[config.mk]
export PLATFORM = sky130hd
export DESIGN_NAME = redirect_ctrl
export DESIGN_NICKNAME = d
export VERILOG_FILES = /design/src/rtl/redirect_ctrl.sv
export SDC_FILE = /design/constraint.sdc
export NUM_CORES = 1
export LEC_CHECK = 0
export CAP_MARGIN = 20
export CORE_UTILIZATION = 43
export CTS_CLUSTER_SIZE = 10
export DETAILED_ROUTE_END_ITERATION = 16
export MAX_ROUTING_LAYER = met4
export PLACE_DENSITY = 0.92
export SLEW_MARGIN = 20
export SYNTH_ARGS = -nofsm -noshare
export SYNTH_HDL_FRONTEND = slang
export SYNTH_SLANG_ARGS = --single-unit
[constraint.sdc]
create_clock -name clk -period 2.9 [get_ports clk]
set_input_delay 0.435 -clock clk [delete_from_list [all_inputs] [get_ports clk]]
set_output_delay 0.435 -clock clk [all_outputs]
set_load 0.02 [all_outputs]
[src/rtl/redirect_ctrl.sv]
// Fetch redirect arbiter: grants trap/branch/jump redirects by fixed priority
// and tracks the delay-line flush so valid_out marks when fetched data is real.
module redirect_ctrl #(
    parameter int M = 3,
    parameter int N = 32
) (
    input  logic         clk,
    input  logic         rst_n,
    input  logic         trap_req,
    input  logic [N-1:0] trap_target,
    input  logic         br_req,
    input  logic [N-1:0] br_target,
    input  logic         jmp_req,
    input  logic [N-1:0] jmp_target,
    input  logic         stall,
    output logic         trap_ack,
    output logic         br_ack,
    output logic         jmp_ack,
    output logic         reload_en,
    output logic [N-1:0] reload_data,
    output logic         valid_out,
    output logic         busy,
    output logic [1:0]   last_src,
    output logic [15:0]  redirect_cnt
);

    localparam int CW = $clog2(M + 1);

    typedef enum logic {
        IDLE  = 1'b0,
        FLUSH = 1'b1
    } state_t;

    state_t          state_r;
    logic [CW-1:0]   cnt_r;
    logic            trap_go_s;
    logic            br_go_s;
    logic            jmp_go_s;
    logic [1:0]      grant_src_s;
    logic [N-1:0]    grant_tgt_s;

    // A requester acked this cycle is masked so a held request is not regranted at once.
    always_comb begin
        trap_go_s = trap_req & ~trap_ack;
        br_go_s   = br_req & ~br_ack;
        jmp_go_s  = jmp_req & ~jmp_ack;
    end

    // Fixed-priority winner; only a trap may preempt an ongoing flush.
    always_comb begin
        grant_src_s = 2'b00;
        grant_tgt_s = {N{1'b0}};
        if (stall) begin
            grant_src_s = 2'b00;
        end else if (trap_go_s) begin
            grant_src_s = 2'b01;
            grant_tgt_s = trap_target;
        end else if ((state_r == IDLE) && br_go_s) begin
            grant_src_s = 2'b10;
            grant_tgt_s = br_target;
        end else if ((state_r == IDLE) && jmp_go_s) begin
            grant_src_s = 2'b11;
            grant_tgt_s = jmp_target;
        end else begin
            grant_src_s = 2'b00;
        end
    end

    // Arbitration FSM with registered grant pulses and flush countdown.
    always_ff @(posedge clk or negedge rst_n) begin
        if (!rst_n) begin
            state_r      <= FLUSH;
            cnt_r        <= CW'(M);
            valid_out    <= 1'b0;
            busy         <= 1'b1;
            reload_en    <= 1'b0;
            reload_data  <= {N{1'b0}};
            trap_ack     <= 1'b0;
            br_ack       <= 1'b0;
            jmp_ack      <= 1'b0;
            last_src     <= 2'b00;
            redirect_cnt <= 16'd0;
        end else begin
            trap_ack  <= (grant_src_s == 2'b01);
            br_ack    <= (grant_src_s == 2'b10);
            jmp_ack   <= (grant_src_s == 2'b11);
            reload_en <= (grant_src_s != 2'b00);
            if (grant_src_s != 2'b00) begin
                reload_data  <= grant_tgt_s;
                last_src     <= grant_src_s;
                redirect_cnt <= redirect_cnt + 16'd1;
                state_r      <= FLUSH;
                cnt_r        <= CW'(M);
                valid_out    <= 1'b0;
                busy         <= 1'b1;
            end else if (!stall && (state_r == FLUSH)) begin
                if (cnt_r == CW'(1)) begin
                    state_r   <= IDLE;
                    valid_out <= 1'b1;
                    busy      <= 1'b0;
                end else begin
                    cnt_r <= cnt_r - CW'(1);
                end
            end else begin
                state_r <= state_r;
            end
        end
    end

endmodule

# Yosys cells after proc, flatten, opt, wreduce, memory -nomap -nowiden

Index checks and enable logic that the tools add are counted.

Flip-flop bits (word level): 58
Input bits: 102
Output and inout bits: 56
Logic and storage cells: 50

Add/subtract/negate cells: 2
Equal/unequal tests: 5
Mux-type cells: 17
Bitwise gates (word level): 7
Reduce and logical (&&, ||, !) cells: 9

Operators by type and width:

| cell                    | count |
|---|---|
| $mux W32                | 4 |
| $add A16 B1 Y16 const B | 1 |
| $mux W2                 | 7 |
| $mux W1                 | 6 |
| $reduce_bool A2 Y1      | 3 |
| $eq A2 B1 Y1 const B    | 2 |
| $eq A2 B2 Y1 const B    | 2 |
| $not A1 Y1              | 4 |
| $reduce_and A2 Y1       | 2 |
| $and A1 B1 Y1           | 3 |
| $logic_and A1 B1 Y1     | 3 |
| $ne A2 B2 Y1 const B    | 1 |
| $sub A2 B1 Y2 const B   | 1 |
| $logic_not A1 Y1        | 1 |

# Logic depth before layout (Yosys ltp)

Depth in word-level cells: 10
Mapped depth: 7
Gate-level depth less buffers: 6

# Worst setup path after synthesis

Ideal clock, no wire load.

Kind: reg-to-reg
From: register state_r
To: register reload_data[11]
Arrival time: 1477 ps
Required time: 2775 ps
Setup slack: 1298 ps
Stages on the path, launching flop included: 7
Path buffers: 2
Clock period less this slack: 1602 ps
Cells stage by stage: dfstp_2 > nor3b_1 > and2_1 > buf_4 > buf_6 > a221oi_2 > o2bb2ai_1

Cells in the longest elaborated chain, start to end: 7
Elaborated cells on any way between the ends: 12
Classes of those cells: mux (8); bitwise (1); reduce/logical (3)

Ends and longest elaborated chain:

| what                     | line   | source |
|---|---|---|
| start: declaration       | 34     | `state_t state_r;` |
| start signal: assignment | 105    | `state_r <= state_r;` |
| $not A1 Y1 *             | 58, 61 |  |
| $logic_and A1 B1 Y1      | 61     | `end else if ((state_r == IDLE) && jmp_go_s) begin` |
| $mux W2                  | 61     |  |
| $mux W2                  | 58     | `end else if ((state_r == IDLE) && br_go_s) begin` |
| $mux W2                  | 55     | `end else if (trap_go_s) begin` |
| $mux W2                  | 53     | `if (stall) begin` |
| $reduce_bool A2 Y1       | 88     | `if (grant_src_s != 2'b00) begin` |
| end signal: assignment   | 77     | `reload_data <= {N{1'b0}};` |
| end signal: assignment   | 89     | `reload_data <= grant_tgt_s;` |
| end: declaration         | 20     | `output logic [N-1:0] reload_data,` |

Mark *: on every way between the ends. The rest lies on a longest branch, timed or not.
A chain may end at the register's enable or synchronous reset.

==> impl_metrics.yaml <==
setup_path:
  crit_path_top_delay_cell: "dfstp_2"
  slowest_delay_ps: 640
  cp_cell_sequence: "clkdlybuf4s50_1"
  path_delay_family: "flip-flops"
  crit_path_end_kind: "output pin"
  crit_type: "reg2out"
  cp-start-kind: "flop"
  crit_required_ps: 2470
  worst-path-buf-inv: 1
  worstPathArrival_ps: 1600
  critPathMaxFanout: 8
power_and_ir_drop:
  peakVddDrop_mv: 0.4816
  pwr-share-comb: 0.465
  p_leak_uw: 0.001916
  p_per_area_mw_per_mm2: 748.9
  p_switching_uw: 1355
  seq_power_share: 0.347
  p_clk_frac: 0.188
  intPower_uw: 2350
  netSwitchingFraction: 0.3658
route:
  wl_per_cell_um: 18.64
  ant_nets: 0
  viasPerCell: 5.720
  drt_first_iter_violations: 153
  first_pass_iters: 4
  vias: 2963
  drt-total-wl_um: 9653
  drc: 0
synth:
  yosys_warnings: 0
  async_reset_ff_frac: 1.000
  synth_nets: 368
  synth_ff_type: "dfrtp_1"
  synth_common_cells: "55 x dfrtp_1, 33 x o211ai_1, 32 x o2bb2ai_1, 29 x a221oi_2, 16 x xnor2_1"
  ys_ff_latch: 58
  synth_enable_flop_cells: 0
  synthTopCellsByArea: "dfrtp_1 44%, a221oi_2 14%, o2bb2ai_1 8.9%"
  synth_most_common_cell: "dfrtp_1"
  ys_types: 32
  yosys.area.top_type: "dfrtp_1"
  synth_area_mm2: 0.003132
  syn_area_per_cell_um2: 11.86
  ys_seq_area_frac: 0.4646
  synth_top_cell_area_share: 0.4395
  syn_inst: 264
clocking:
  cts_tree: "yes"
  path_clk_slew_ps: 70
  clk-insertion-delay-late_ps: 320
  ctsResizeCount: 0
  cts_max_path_buffers: 2
  cts_root_buf: "clkbuf_8"
  cts_buffers: 9
  ctsHoldBuffers: 0
  htreeDepth: 3
  cts.sinks: 58
  postCtsSetupBuffers: 0
timing:
  relSlewSlack: 0.4642
  skew_ps: 9.452
  slew_viol_final: 0
  whs_ps: 193.8
  worst_pin_slew_ps: 803.6
  fin_tns_setup_ps: 0
  min_period_over_period: 0.7012
  setup_viol_count_final: 0
  finalHoldViolCount: 0
  max_freq_mhz: 491.8
  period_minus_slack_ps: 2033
  rsz0062_at_grt: "no"
floorplan:
  dieArea_mm2: 0.007628
  io_pins: 158
  die-height_um: 87.34
  fp.dieW_um: 87.34
  core.rowCount: 30
  core_area_mm2: 0.006907
  start_util: 0.4534
final_layout:
  antenna_cells: 0
  syn_to_final_growth_pct: 58.01
  final_nets: 521
  drive_gt1_frac: 0.1540
global_routing:
  antenna_found_initial: 0
  grt_max_degree: 47
  grt_pass1_wl_um: 15270
  overflow: 0
  grt_pass1_vias: 2989
  track_usage: 0.2702
placement:
  place_hpwl_um: 6914
  port_buffers: 157
  place_congestion: 0.8101
job:
  maxCapViolations: 0
hold_path:
  worst_hold_path_type: "in2async"
outcome:
  outcome: "finished clean"
[state kept, by name, indices dropped and copies added (netlist names)]
| signal | flops |
|---|---|
| reload_data | 32 |
| jmp_ack | 1 |
| last_src | 2 |
| redirect_cnt | 16 |
| br_ack | 1 |
| cnt_r | 2 |
| reload_en | 1 |
| state_r | 1 |
| valid_out | 1 |
| trap_ack | 1 |
[final cells by class]
class / instances / area, um^2
Tap cell: 96 / 120.1
Fill cell: 542 / 1958
Sequential cell: 58 / 1455
Inverter: 5 / 18.77
Timing Repair Buffer: 170 / 1664
Clock buffer: 13 / 138.9
Multi-Input combinational cell: 173 / 1511
Clock inverter: 3 / 40.04
[cells in the final DEF, fill, tap and decap left out, types with 2 or more instances in the layout]
| cell type | Yosys | final |
|---|---|---|
| a21oi_1 | 2 | 2 |
| a221oi_1 | 3 | 3 |
| a221oi_2 | 29 | 29 |
| and2_1 | 3 | 2 |
| and3_1 | 6 | 6 |
| and4_1 | 3 | 3 |
| buf_4 | 8 | 13 |
| clkbuf_1 | 4 | 4 |
| clkbuf_8 | 0 | 9 |
| clkdlybuf4s50_1 | 0 | 156 |
| clkinv_2 | 0 | 2 |
| dfrtp_1 | 55 | 55 |
| dfstp_2 | 3 | 3 |
| ha_1 | 2 | 2 |
| inv_1 | 5 | 5 |
| nand2_1 | 7 | 7 |
| nand2b_1 | 3 | 3 |
| nand3_1 | 5 | 4 |
| nand4_1 | 12 | 12 |
| nor2_1 | 7 | 6 |
| o211ai_1 | 33 | 33 |
| o21ai_0 | 2 | 2 |
| o2bb2ai_1 | 32 | 32 |
| xnor2_1 | 16 | 16 |
[path summary, 6_finish.rpt]
kind                                       from          endpoint  slack, ps  cells after the start
worst max-delay path                    state_r              busy        870                      1
max in group asynchronous                 rst_n    reload_data[5]       1860                      2
worst min-delay path                      rst_n   reload_data[16]        190                      1
worst max register to register         trap_ack  redirect_cnt[13]       1020                      5
worst min register to register  reload_data[12]   reload_data[12]        490                      1
min in group clk                reload_data[12]   reload_data[12]        490                      1
[logic make-up (layout without fill, tap and decap cells)]
group,count (synthesis),count (layout),share of synthesized area
buffers and inverters,33,191,0.05992
xor gates and xnor gates,16,16,0.04474
DFF,58,58,0.4646
and+or+nand+nor,50,50,0.08950
adders and majority gates,2,2,0.007989
muxes,1,1,0.003595
AOI/OAI and AO/OA,104,104,0.3296
[power groups by stage]
stage / Sequential [uW] / Clock, uW / Combinational (uW)
after floorplan: 1580 / 0 / 588
after global routing: 1320 / 757 / 1830
after detailed placement: 1290 / 0 / 1730
after global placement: 1290 / 0 / 1690
final: 1290 / 695 / 1720
after CTS: 1290 / 715 / 1730
[metal layers]
metal / global-route usage / share of wire / vias up
met5: - / 0 / -
met4: 0.08048 / 0.014 / 0
met3: 0.04360 / 0.064 / 14
met2: 0.4382 / 0.48 / 130
met1: 0.3494 / 0.44 / 1457
li1: - / - / 1362
[metrics by stage]
step           total power [uW]  worst slack (ps)  std cells  instance area, um^2    util
3_3_place_gp               2978             652.4        502                 4770  0.6906
4_1_cts                    3735             853.0        518                 4949  0.7165
2_1_floorplan              2164              1298        264                 3132       -
5_1_grt                    3900             744.4        518                 4949  0.7165
3_5_place_dp               3021             535.3        502                 4770  0.6906
6_report                   3706             866.5        518                 4949  0.7165
[worst reg2reg max path: stages, from the launching register on]
cell      delay [ps]
dfrtp_1          390
nand2b_1         300
a21oi_4          230
buf_4            460
nand4_1          210
xnor2_1          180
Note: power is estimated with default switching activity, not from simulation.
